File: config.mk
export PLATFORM = sky130hd
export DESIGN_NAME = pipelined_barrel_right_shifter
export DESIGN_NICKNAME = d
export VERILOG_FILES = /design/src/rtl/pipelined_barrel_right_shifter.sv
export SDC_FILE = /design/constraint.sdc
export NUM_CORES = 1
export LEC_CHECK = 0
export BUFFER_PORTS_ARGS = -buffer_cell sky130_fd_sc_hd__buf_2
export CAP_MARGIN = 20
export CORE_MARGIN = 1
export CORE_UTILIZATION = 55
export CTS_BUF_LIST = sky130_fd_sc_hd__clkbuf_4
export DETAILED_ROUTE_END_ITERATION = 12
export GPL_TIMING_DRIVEN = 1
export MAX_ROUTING_LAYER = met4
export PLACE_DENSITY = 0.9
export SLEW_MARGIN = 20
export SYNTH_ARGS = -nofsm -noshare
export SYNTH_HDL_FRONTEND = slang
export SYNTH_SLANG_ARGS = --single-unit
File: constraint.sdc
create_clock -name clock -period 2 [get_ports clock]
set_input_delay 0.4 -clock clock [delete_from_list [all_inputs] [get_ports clock]]
set_output_delay 0.4 -clock clock [all_outputs]
set_load 0.01 [all_outputs]
File: src/rtl/pipelined_barrel_right_shifter.sv
// pipelined_barrel_right_shifter
//
// Two-stage pipelined 32-bit barrel right shifter with valid/ready handshakes on
// both sides. Stage 1 applies the shift-by-16 and shift-by-8 layers. Stage 2 is
// the output register, and it applies the 4/2/1 layers. Throughput is one op per
// cycle while out_ready stays high. Back-pressure stalls the pipeline without
// losing or duplicating ops.
//
// Build option:
//   RSHIFT_ARITH_EN  When defined, in_arith selects a sign-filled (arithmetic)
//                    shift. When undefined, in_arith is ignored and every shift
//                    is logical. The sign-capture flop is then not built.
//
// Parameters:
//   RESET_DATA  Value on out_data during reset and until the first result loads.
//
// Ports:
//   clock      Single clock. All state updates on the rising edge.
//   reset      Synchronous, active-high.
//   in_valid   Operand on in_data/in_shamt/in_arith is valid.
//   in_ready   Block accepts an operand this cycle. Does not depend on in_valid.
//   in_data    Value to shift.
//   in_shamt   Shift amount, 0-31.
//   in_arith   1: arithmetic (sign fill), 0: logical (zero fill).
//   out_valid  out_data holds a result.
//   out_ready  Consumer takes the result this cycle.
//   out_data   Shifted result.

module pipelined_barrel_right_shifter #(
  parameter logic [31:0] RESET_DATA = 32'h0000_0000
) (
  input  logic        clock,
  input  logic        reset,
  input  logic        in_valid,
  output logic        in_ready,
  input  logic [31:0] in_data,
  input  logic [4:0]  in_shamt,
  input  logic        in_arith,
  output logic        out_valid,
  input  logic        out_ready,
  output logic [31:0] out_data
);

  logic        s1_valid_q;
  logic [31:0] s1_data_q;
  logic [2:0]  s1_shamt_q;
  logic [31:0] s1_data_d;
  logic        fill_in;
  logic        s1_fill;

  logic        out_valid_q;
  logic [31:0] out_data_q;
  logic [31:0] s2_data_d;

  logic        s2_take;
  logic        s1_adv;
  logic        in_fire;

  // Handshake and advance
  assign s2_take  = !out_valid_q || out_ready;
  assign s1_adv   = s1_valid_q && s2_take;
  assign in_ready = !s1_valid_q || s2_take;
  assign in_fire  = in_valid && in_ready;

`ifdef RSHIFT_ARITH_EN
  // The fill bit is taken from the original operand so that the sign decision
  // never depends on partially shifted data.
  logic s1_fill_q;

  assign fill_in = in_data[31] & in_arith;

  always_ff @(posedge clock) begin
    if (reset) begin
      s1_fill_q <= 1'b0;
    end else if (in_fire) begin
      s1_fill_q <= fill_in;
    end
  end

  assign s1_fill = s1_fill_q;
`else
  // Logical-only build. in_arith stays on the port list so both builds share one interface.
  logic unused_arith;

  assign unused_arith = in_arith;
  assign fill_in      = 1'b0;
  assign s1_fill      = 1'b0;
`endif

  // Stage 1 shift layers: 16 and 8
  always_comb begin
    s1_data_d = in_data;
    if (in_shamt[4]) s1_data_d = {{16{fill_in}}, s1_data_d[31:16]};
    if (in_shamt[3]) s1_data_d = {{8{fill_in}}, s1_data_d[31:8]};
  end

  // Stage 2 shift layers: 4, 2 and 1
  always_comb begin
    s2_data_d = s1_data_q;
    if (s1_shamt_q[2]) s2_data_d = {{4{s1_fill}}, s2_data_d[31:4]};
    if (s1_shamt_q[1]) s2_data_d = {{2{s1_fill}}, s2_data_d[31:2]};
    if (s1_shamt_q[0]) s2_data_d = {s1_fill, s2_data_d[31:1]};
  end

  // Stage 1 register
  always_ff @(posedge clock) begin
    if (reset) begin
      s1_valid_q <= 1'b0;
      s1_data_q  <= 32'h0;
      s1_shamt_q <= 3'h0;
    end else if (in_fire) begin
      s1_valid_q <= 1'b1;
      s1_data_q  <= s1_data_d;
      s1_shamt_q <= in_shamt[2:0];
    end else if (s1_adv) begin
      s1_valid_q <= 1'b0;
    end
  end

  // Stage 2 (output) register. Data holds when the result is consumed with nothing behind it.
  always_ff @(posedge clock) begin
    if (reset) begin
      out_valid_q <= 1'b0;
      out_data_q  <= RESET_DATA;
    end else if (s1_adv) begin
      out_valid_q <= 1'b1;
      out_data_q  <= s2_data_d;
    end else if (out_ready) begin
      out_valid_q <= 1'b0;
    end
  end

  assign out_valid = out_valid_q;
  assign out_data  = out_data_q;

endmodule

Yosys cells after proc, flatten, opt, wreduce, memory -nomap -nowiden
Index checks and enable logic that the tools add are counted.

Multiplexer cells: 9. Reductions and logical operators: 8.

Operators by type and width (count): $mux 32 (5); $mux 1 (4); $reduce_bool 2->1 (2); $logic_and 1x1->1 (2); $logic_not 1->1 (2); $logic_or 1x1->1 (2).

Flip-flop bits (word level): 69. Bits of input ports: 42. Output and inout port bits: 34.

Longest topological paths before layout
Gate-level depths: netlist of run 1.

Depth in word-level cells: 5. Mapped depth: 7. Depth with buffers taken out: 4.

Least setup slack after synthesis of run 1
OpenSTA, ideal clock, no wires.

Path kind: register to register. From: register s1_shamt_q[1]. To: register out_data_q[10], in the netlist out_data[10]. Library setup time: 132 ps. Data arrival time: 1340 ps. Required time: 1868 ps. Setup slack: 528 ps. Cell stages (with the launch flop): 6. Path buffers: 2. Path through: dfxtp_1 -> buf_6 -> buf_6 -> mux4_2 -> o22ai_1 -> nor3_1.

Cells in the longest elaborated chain, start to end: 2.

Ends and longest elaborated chain: start: declaration (RTL line 46) `logic [2:0] s1_shamt_q;`; start signal: assignment (RTL line 114) `s1_shamt_q <= in_shamt[2:0];`; $mux 32 (RTL line 101) `if (s1_shamt_q[1]) s2_data_d = {{2{s1_fill}}, s2_data_d[31:2]};`; $mux 32 (RTL line 102) `if (s1_shamt_q[0]) s2_data_d = {s1_fill, s2_data_d[31:1]};`; end signal: assignment (RTL line 127) `out_data_q <= s2_data_d;`; end: declaration (RTL line 52) `logic [31:0] out_data_q;`.

No other way between the ends. A chain may end at the register's enable or synchronous reset.

Worst setup path after layout of run 1
From: register s1_valid_q. To: register s1_data_q[11].

Cells in the longest elaborated chain, start to end: 3.

Ends and longest elaborated chain: start: declaration (RTL line 44) `logic s1_valid_q;`; start signal: assignment (RTL line 108) `s1_valid_q <= 1'b0;`; start signal: assignment (RTL line 112) `s1_valid_q <= 1'b1;`; start signal: assignment (RTL line 116) `s1_valid_q <= 1'b0;`; $logic_not 1->1 (RTL line 62) `assign in_ready = !s1_valid_q || s2_take;`; $logic_or 1x1->1 (RTL line 62); $logic_and 1x1->1 (RTL line 63) `assign in_fire = in_valid && in_ready;`; end signal: assignment (RTL line 113) `s1_data_q <= s1_data_d;`; end: declaration (RTL line 45) `logic [31:0] s1_data_q;`.

No other way between the ends.

==> flow_summary_export.csv, run 1 <==
group,metric,value,unit
clock_tree,clk_latency,0.41,ns
logic_synthesis,yosys.cell_types.count,30,
logic_synthesis,synth_area_leaders,"dfxtp_1 37%, mux2i_1 10%, mux4_2 7.9%",
clock_tree,holdBufCountCts,0,
cells_and_area,most-common-layout-cells,"74 x buf_2, 68 x dfxtp_1, 52 x nand2_1",
clock_tree,cts_buffers,9,
placed_design,io_buffers,74,
timing,setup-tns-final,0,ns
logic_synthesis,synth_area,3720,um^2
clock_tree,cts.sinks,69,
clock_tree,cts-root-buf,"clkbuf_4",
floorplanning,io-pin-count,76,
clock_tree,clkSlewWorstSetupHoldPaths,0.12,ns
global_route,grt_first_pass_wirelength,14100,um
critical_path,start_kind,"register",
critical_path,cp.required,2.32,ns
placed_design,hpwl,6290,um
logic_synthesis,ys_warn_count,0,
timing,finalWorstSetupSlack,0.285,ns
logic_synthesis,yosysSeqAreaShare,0.371,
cells_and_area,diodes,0,
detailed_routing,drc,14,
critical_path,cp.arrival,2.04,ns
timing,finalSetupViolCount,0,
timing,rsz0062_at_grt,"false",
detailed_routing,drt_iter0_markers,314,
critical_path,path_class,"register to register",
global_route,gr-total-overflow,0,
critical_path,path_max_fanout,27,
logic_synthesis,syn_nets,461,
timing,hold_viol,0,
logic_synthesis,synth_largest_area_cell,"dfxtp_1",
min_path,hold_class,"input port to register",
placed_design,routabilityCongestion,0.871,
timing,finalCritPeriodShare,0.857,
placed_design,pre_cts_slack,0.173,ns
timing,clock_skew,0.0133,ns
logic_synthesis,syn_inst,419,
logic_synthesis,synth_top_area_frac,0.371,
job,cap_violations,0,
detailed_routing,ant_nets,0,
floorplanning,core_area,6460,um^2
timing,maxSlewHeadroom,0.399,
floorplanning,rows,29,
clock_tree,h-tree-depth,3,
critical_path,endpoint_kind,"register",
cells_and_area,area_delta_synth_final,14.9,%
detailed_routing,vias_per_cell,6.06,
detailed_routing,first_pass_iters,9,
timing,worst_pin_slew,0.901,ns
timing,fmax,0.583,GHz
cells_and_area,drive_gt1_frac,0.259,
floorplanning,fp.dieArea,7100,um^2
global_route,antenna_found_initial,0,
detailed_routing,wirelength,8560,um
status,status,"complete, but fails checks",
detailed_routing,vias,3389,
global_route,grt_pass1_vias,2922,
clock_tree,cts_max_path_buffers,2,
logic_synthesis,synth-seq-cells,69,
pwr,power_density,755,nW/um^2
pwr,peakVddDrop,0.470,mV
floorplanning,chipHeight,84.3,um
global_route,grt_max_degree,44,
cells_and_area,fin_nets,519,
clock_tree,cts_tree,"yes",
cells_and_area,mostFrequentLayoutCell,"buf_2",
floorplanning,initial_core_util,0.576,
cells_and_area,fillers,519,
status,violations,"design-rule violations",
global_route,grt_use_total,0.256,
clock_tree,cts_setup_buffers,0,
detailed_routing,wl_per_cell,15.3,um
timing,finalCriticalPeriod,1.71,ns
floorplanning,fp.dieW,84.3,um
timing,maxSlewViolCount,0,
logic_synthesis,synth_area_per_cell,8.88,um^2
pwr,leakage,1.73,nW
clock_tree,cts_resized,0,
==> routing by layer <==
layer	track usage	part of all wire
met5	-	0
met4	0.111	0.024
met3	0.0472	0.079
met2	0.379	0.46
met1	0.344	0.44
==> sequential cells by signal, summed over array words and instances, names as in the netlist <==
name	cells
s1_data_q	32
out_data	32
s1_shamt_q	3
s1_valid_q	1
out_valid	1
==> stage by stage <==
stage	hold WS (ns)	area (um^2)	std cells	util	total power, mW
after detailed placement	0.441	4100	543	0.634	2.13
after CTS	0.206	4280	559	0.662	3.22
after floorplan	0.432	3720	419	-	1.96
after global placement	0.439	4100	543	0.634	2.10
final	0.215	4280	559	0.662	3.23
after global routing	0.198	4280	559	0.662	3.36
==> worst max-delay path, cell delays in order (launching register included) <==
cell and delay (ns):
dfxtp_1 0.39, nand3b_2 0.12, and2_1 0.73, nor2_1 0.13, nor3_1 0.24
==> cell type report <==
cell class	instances	area [um^2]	share of cell area
clock inverters	7	114	0.0266
multi-input cells	308	2090	0.490
flip-flops and latches	69	1380	0.323
repair buffers	86	510	0.119
inverters	3	11.3	0.00263
clock buffers	9	67.6	0.0158
well taps	77	96.3	0.0225
==> synthesized netlist by cell type <==
cell,instances
dfxtp_1,69
nand2_1,52
nor2_1,46
mux2i_1,38
a21oi_1,34
nor3_1,33
o22ai_1,28
buf_2,15
clkbuf_1,14
mux4_2,13
nand3_1,11
mux2_2,9
o211ai_1,9
a211oi_1,8
or3_1,8
buf_4,6
mux4_1,4
inv_1,3
o21ai_0,3
and2_1,2
buf_12,2
buf_6,2
nand3b_1,2
nor2b_1,2
a22oi_1,1
a311oi_1,1
nand2b_1,1
nand3b_2,1
nand4_1,1
nand4b_1,1
==> power breakdown <==
group | total [mW] | internal, mW | switching [mW] | leakage, nW
sequential | 1.53 | 1.46 | 0.0710 | 0.567
combinational | 0.574 | 0.268 | 0.307 | 1.07
clock | 1.13 | 0.626 | 0.500 | 0.0896
==> worst paths after layout <==
kind,from,endpoint,slack (ns),depth (start not counted)
hold / removal,in_shamt[0],s1_shamt_q[0],0.22,3
setup / recovery,s1_valid_q,s1_data_q[11],0.29,4
hold reg to reg,out_data[31],out_data[31],0.46,2
setup reg to reg,s1_valid_q,s1_data_q[11],0.29,4
==> cell families (layout without fill, tap and decap cells) <==
| logic type | count (synthesis) | after routing | share of synthesized area |
|---|---|---|---|
| and+or+nand+nor | 160 | 160 | 0.191 |
| AOI/OAI and AO/OA | 84 | 84 | 0.135 |
| DFF | 69 | 69 | 0.371 |
| muxes | 64 | 64 | 0.236 |
| buffers and inverters | 42 | 105 | 0.0662 |
Power figures use the tool's default switching activity.
==> run 2: changes to the inputs <==
--- a/config.mk
+++ b/config.mk
@@ -5,6 +5,7 @@
 export SDC_FILE = /design/constraint.sdc
 export NUM_CORES = 1
 export LEC_CHECK = 0
+export ABC_AREA = 1
 export BUFFER_PORTS_ARGS = -buffer_cell sky130_fd_sc_hd__buf_2
 export CAP_MARGIN = 20
 export CORE_MARGIN = 1
@@ -13,7 +14,7 @@
 export DETAILED_ROUTE_END_ITERATION = 12
 export GPL_TIMING_DRIVEN = 1
 export MAX_ROUTING_LAYER = met4
-export PLACE_DENSITY = 0.9
+export PLACE_DENSITY = 0.89
 export SLEW_MARGIN = 20
 export SYNTH_ARGS = -nofsm -noshare
 export SYNTH_HDL_FRONTEND = slang
==> constraint.sdc (replaced) <==
create_clock -name clock -period 2 [get_ports clock]
set_input_delay 0.1 -clock clock [delete_from_list [all_inputs] [get_ports clock]]
set_output_delay 0.1 -clock clock [all_outputs]
set_load 0.01 [all_outputs]
==> flow_summary_export.csv, run 2 <==
group,metric,value,unit
placed_design,routabilityCongestion,0.940,
cells_and_area,regArea,1380,um^2
pwr,peakVddDrop,0.453,mV
clock_tree,cts_resized,0,
critical_path,cp.arrival,1.93,ns
logic_synthesis,synth-main-ff-cell,"dfxtp_1",
timing,finalCritPeriodShare,0.777,
logic_synthesis,yosysSeqAreaShare,0.343,
critical_path,path_max_fanout,35,
min_path,holdPathStages,5,
logic_synthesis,syn_inst,644,
timing,maxSlewHeadroom,0.462,
global_route,grt_max_degree,38,
placed_design,io_buffers,74,
floorplanning,io-pin-count,76,
placed_design,dp.cells,776,
critical_path,cp.required,2.37,ns
logic_synthesis,synth_largest_area_cell,"dfxtp_1",
timing,clock_skew,0.0200,ns
global_route,gr-total-overflow,0,
timing,maxSlewViolCount,0,
cells_and_area,diodes,0,
detailed_routing,drc,0,
critical_path,crit_chain,"nand2_2 -> nand2_4 -> nor2_4 -> buf_4 -> nand3_1 -> nand3_1 -> nand2_1 -> inv_1",
global_route,antenna_found_initial,0,
critical_path,start_kind,"register",
detailed_routing,vias,4390,
status,status,"finished clean",
floorplanning,chipHeight,87.5,um
clock_tree,cts-root-buf,"clkbuf_4",
critical_path,slowest_delay,0.36,ns
pwr,leakage,2.34,nW
detailed_routing,vias_per_cell,5.46,
detailed_routing,ant_nets,0,
timing,worst_pin_slew,0.807,ns
timing,finalCriticalPeriod,1.55,ns
critical_path,r2r_slack,0.45,ns
clock_tree,cts_tree,"yes",
timing,finalSetupViolCount,0,
clock_tree,cts.sinks,69,
logic_synthesis,synth_edf_count,0,
floorplanning,fp.dieArea,7660,um^2
min_path,min_from,"in_data[8]",
timing,hold_viol,0,
logic_synthesis,synth_area_per_cell,6.25,um^2
pwr,total_power,3.11,mW
cells_and_area,multi_input_area,2200,um^2
job,cap_violations,0,
timing,holdWs,0.0722,ns
critical_path,reg2reg_from,"out_valid",
logic_synthesis,syn_nets,686,
cells_and_area,fin_nets,745,
min_path,hold_class,"input port to register",
global_route,grt_first_pass_wirelength,16600,um
detailed_routing,wirelength,9800,um
global_route,grt_pass1_vias,3647,
critical_path,endpoint_kind,"register",
critical_path,path_class,"register to register",
logic_synthesis,ys_warn_count,0,
logic_synthesis,synth.most_common_cell,"nand2_1",
global_route,grt_use_total,0.281,
cells_and_area,finalInstanceArea,4620,um^2
cells_and_area,mostFrequentLayoutCell,"nand2_1",
logic_synthesis,async_reset_ff_frac,0,
logic_synthesis,yosys.cell_types.count,25,
logic_synthesis,synthTopCellsByCount,"227 x nand2_1, 153 x nand3_1, 69 x dfxtp_1",
critical_path,worstReg2RegEnd,"out_data[11]",
floorplanning,core_area,6940,um^2
floorplanning,initial_core_util,0.580,
timing,fmax,0.643,GHz
detailed_routing,wl_per_cell,12.2,um
cells_and_area,fillers,630,
logic_synthesis,synth_area_leaders,"dfxtp_1 34%, nand2_1 21%, nand3_1 19%",
timing,rsz0062_at_grt,"false",
detailed_routing,first_pass_iters,5,
cells_and_area,drive_gt1_frac,0.165,
logic_synthesis,synth-seq-cells,69,
logic_synthesis,synth_area,4030,um^2
cells_and_area,finalNonFillerCells,804,
critical_path,slowest_stage,"dfxtp_1",
floorplanning,rows,30,
clock_tree,clk_latency,0.42,ns
placed_design,placed_area,4350,um^2
placed_design,hpwl,7130,um
clock_tree,clkSlewWorstSetupHoldPaths,0.11,ns
cells_and_area,most-common-layout-cells,"227 x nand2_1, 153 x nand3_1, 74 x buf_2",
clock_tree,cts_setup_buffers,0,
clock_tree,cts_max_path_buffers,2,
critical_path,path_common_cell,"nand3_1",
pwr,power_density,674,nW/um^2
detailed_routing,drt_iter0_markers,345,
cells_and_area,area_delta_synth_final,14.9,%
clock_tree,h-tree-depth,3,
critical_path,r2r_cells,8,
floorplanning,fp.dieW,87.5,um
logic_synthesis,synth_top_area_frac,0.343,
min_path,min_to,"s1_data_q[8]",
clock_tree,cts_buffers,9,
timing,setup-tns-final,0,ns
-- run 2: cell count changes in the layout (fill, tap and decap cells not counted), sizes merged, moves of 24 or more --
cell,before,now
nand2,52,230
nor3,33,1
o22ai,28,0
nor2,46,12
o21ai,3,27
inv,3,49
nand3,11,154
mux2i,38,0
-- run 2: logic make-up (layout without fill, tap and decap cells) --
logic type      Yosys count  count (layout)  synth area share
compound gates           71              71             0.106
buf+inv                  97             161             0.110
flops                    69              69             0.343
simple gates            407             407             0.441
-- run 2: stage by stage --
stage               worst slack [ns]   util
finish                         0.445  0.666
global route                   0.290  0.666
CTS                            0.471  0.666
detailed placement             0.494  0.626
global placement               0.546  0.626
floorplan                      0.755      -
-- run 2: metal layers --
layer / part of all wire / vias to the layer above / global-route usage
met2: 0.44 / 177 / 0.428
li1: - / 2231 / -
met5: 0 / - / -
met3: 0.061 / 16 / 0.0320
met1: 0.48 / 1966 / 0.384
met4: 0.016 / 0 / 0.106
-- run 2: what timing repair did --
action                                  4_1_cts  5_1_grt
endpoints found under the setup margin        0        0
hold buffers                                 12        0
endpoints found under the hold margin        13        0
-- run 2: area by class of cell --
class	count	share of cell area
Clock buffer	11	0.0179
Clock inverter	5	0.0162
Inverter	49	0.0403
Multi-Input combinational cell	478	0.476
Sequential cell	69	0.299
Tap cell	96	0.0260
Timing Repair Buffer	96	0.125
-- run 2: worst max-delay path, delay by kind of cell (launching register included) --
family                 cells  cell delay [ns]
buffers and inverters      2             0.35
DFF                        1             0.36
and+or+nand+nor            6             0.77
-- run 2: worst max-delay path by stage --
stage | endpoint | cells after the start | slack [ns] | start
after floorplan | s1_data_q[4] | 7 | 0.75 | out_valid
after global placement | s1_data_q[10] | 5 | 0.55 | in_shamt[3]
after detailed placement | s1_data_q[10] | 5 | 0.49 | in_shamt[3]
after CTS | out_data[11] | 8 | 0.47 | out_valid
after global routing | out_data[10] | 8 | 0.29 | out_valid
final | out_data[11] | 8 | 0.45 | out_valid
-- run 2: power by group --
group / switching, mW / total (mW) / internal (mW)
sequential: 0.0527 / 1.50 / 1.44
clock: 0.483 / 1.01 / 0.528
combinational: 0.388 / 0.607 / 0.219
==> run 3: changes to the inputs <==
--- a/config.mk
+++ b/config.mk
@@ -9,7 +9,7 @@
 export BUFFER_PORTS_ARGS = -buffer_cell sky130_fd_sc_hd__buf_2
 export CAP_MARGIN = 20
 export CORE_MARGIN = 1
-export CORE_UTILIZATION = 55
+export CORE_UTILIZATION = 52
 export CTS_BUF_LIST = sky130_fd_sc_hd__clkbuf_4
 export DETAILED_ROUTE_END_ITERATION = 12
 export GPL_TIMING_DRIVEN = 1
==> constraint.sdc (replaced) <==
create_clock -name clock -period 1.2 [get_ports clock]
set_input_delay 0.06 -clock clock [delete_from_list [all_inputs] [get_ports clock]]
set_output_delay 0.06 -clock clock [all_outputs]
set_load 0.01 [all_outputs]
==> flow_summary_export.csv, run 3 (synthesis results as in run 2) <==
group,metric,value,unit
status,status,"complete, but fails checks",
status,violations,"negative setup slack",
cells_and_area,multi_input_area,2240,um^2
timing,rsz0062_at_grt,"true",
pwr,power_density,999,nW/um^2
pwr,internal_power,3.28,mW
timing,setup-tns-final,-0.0554,ns
cells_and_area,drive_gt1_frac,0.191,
clock_tree,clkSlewWorstSetupHoldPaths,0.10,ns
pwr,leakage,2.42,nW
clock_tree,cts-root-buf,"clkbuf_4",
timing,finalWorstSetupSlack,-0.0418,ns
pwr,p_seq_frac,0.518,
timing,worst_pin_slew,0.260,ns
critical_path,cp.arrival,1.18,ns
timing,hold_viol,0,
detailed_routing,wl_per_cell,12.7,um
timing,finalCriticalPeriod,1.24,ns
critical_path,cp.required,1.14,ns
clock_tree,cts_setup_buffers,0,
detailed_routing,vias,4436,
detailed_routing,ant_nets,0,
clock_tree,cts_max_path_buffers,2,
clock_tree,cts_tree,"yes",
global_route,grt_pass1_vias,3858,
global_route,grt_use_total,0.274,
global_route,antenna_found_initial,0,
critical_path,startpoint,"out_ready",
pwr,sw_frac_of_total,0.318,
cells_and_area,regArea,1390,um^2
pwr,power_switching,1.53,mW
pwr,peakVddDrop,0.657,mV
floorplanning,rows,31,
critical_path,r2r_cells,7,
cells_and_area,diodes,0,
floorplanning,fp.dieW,90.0,um
pwr,pwr-share-comb,0.233,
critical_path,path_max_fanout,2,
floorplanning,initial_core_util,0.546,
cells_and_area,mostFrequentLayoutCell,"nand2_1",
placed_design,dp.cells,790,
timing,maxSlewViolCount,0,
cells_and_area,postLayoutCoreUtil,0.654,
global_route,grt_max_degree,48,
critical_path,endpoint_kind,"output port",
detailed_routing,drt_iter0_markers,325,
floorplanning,chipHeight,90.0,um
cells_and_area,finalNonFillerCells,817,
cells_and_area,fin_nets,756,
placed_design,pre_cts_slack,-0.0390,ns
job,cap_violations,0,
cells_and_area,fillers,677,
detailed_routing,wirelength,10400,um
global_route,gr-total-overflow,0,
min_path,min_from,"in_data[9]",
timing,fmax,0.805,GHz
timing,clock_skew,0.0119,ns
timing,finalSetupViolCount,2,
placed_design,hpwl,7310,um
timing,maxSlewHeadroom,0.826,
detailed_routing,vias_per_cell,5.43,
clock_tree,clk_latency,0.42,ns
timing,finalCritPeriodShare,1.03,
pwr,clkPwrFrac,0.249,
cells_and_area,most-common-layout-cells,"227 x nand2_1, 149 x nand3_1, 73 x buf_2",
placed_design,routabilityCongestion,0.955,
floorplanning,fp.dieArea,8100,um^2
floorplanning,core_area,7370,um^2
cells_and_area,area_delta_synth_final,19.8,%
global_route,grt_first_pass_wirelength,17700,um
pwr,total_power,4.82,mW
critical_path,start_kind,"input port",
critical_path,reg2reg_from,"s1_valid_q",
placed_design,io_buffers,74,
critical_path,path_class,"input port to output port",
clock_tree,h-tree-depth,3,
min_path,holdPathStages,5,
detailed_routing,drc,0,
clock_tree,cts.sinks,69,
clock_tree,cts_buffers,9,
min_path,hold_class,"input port to register",
detailed_routing,first_pass_iters,5,
floorplanning,io-pin-count,76,
==> run 3: cell types whose count changed in the layout (fill, tap and decap cells not counted), moves of 2 or more <==
cell / previous run / this run
buf_12: 1 / 9
buf_6: 0 / 3
bufinv_16: 2 / 0
dfxtp_1: 69 / 65
dfxtp_2: 0 / 2
dfxtp_4: 0 / 2
nand3_1: 153 / 149
nand3_2: 1 / 5
o21ai_0: 19 / 17
o21ai_1: 8 / 10
==> run 3: timing repair <==
item | 4_1_cts | 5_1_grt
endpoints found under the setup margin | 41 | 54
pin swaps | 1 | 0
endpoints found under the hold margin | 12 | 0
gates resized for setup | 6 | 16
hold buffers | 12 | 0
==> run 3: layout make-up <==
class                      count  area share
tap                           99      0.0257
multi-input combinational    478       0.464
clock inverter                 4     0.00337
timing repair buffer         107       0.161
inverter                      49      0.0407
clock buffer                  11      0.0171
sequential                    69       0.289
==> run 3: critical path, cell delays in order <==
cell	delay, ns
dlygate4sd3_1	0.56
buf_2	0.14
inv_2	0.06
nand3_2	0.11
buf_6	0.14
buf_6	0.11
==> run 3: metrics by stage <==
step	area, um^2	hold slack (ns)
floorplan	4030	0.129
global placement	4530	0.356
detailed placement	4530	0.361
CTS	4770	0.00952
global route	4820	0.0585
finish	4820	0.0321
==> run 3: routing by layer <==
| metal | vias up | share of wire | global-route usage |
|---|---|---|---|
| li1 | 2248 | - | - |
| met1 | 1983 | 0.47 | 0.363 |
| met2 | 187 | 0.45 | 0.413 |
| met3 | 18 | 0.067 | 0.0567 |
| met4 | 0 | 0.015 | 0.101 |
| met5 | - | 0 | - |
==> run 3: final timing paths <==
check | slack, ns | endpoint
max | -0.04 | in_ready
min | 0.03 | s1_data_q[9]
max reg2reg | 0.01 | s1_data_q[7]
min reg2reg | 0.50 | s1_data_q[19]
==> run 3: power by group through the flow <==
stage | Clock (mW) | Sequential [mW] | Combinational (mW)
after floorplan | 0 | 2.55 | 0.717
after global placement | 0 | 2.54 | 1.02
after detailed placement | 0 | 2.55 | 1.05
after CTS | 1.22 | 2.50 | 1.09
after global routing | 1.35 | 2.51 | 1.25
final | 1.20 | 2.50 | 1.12
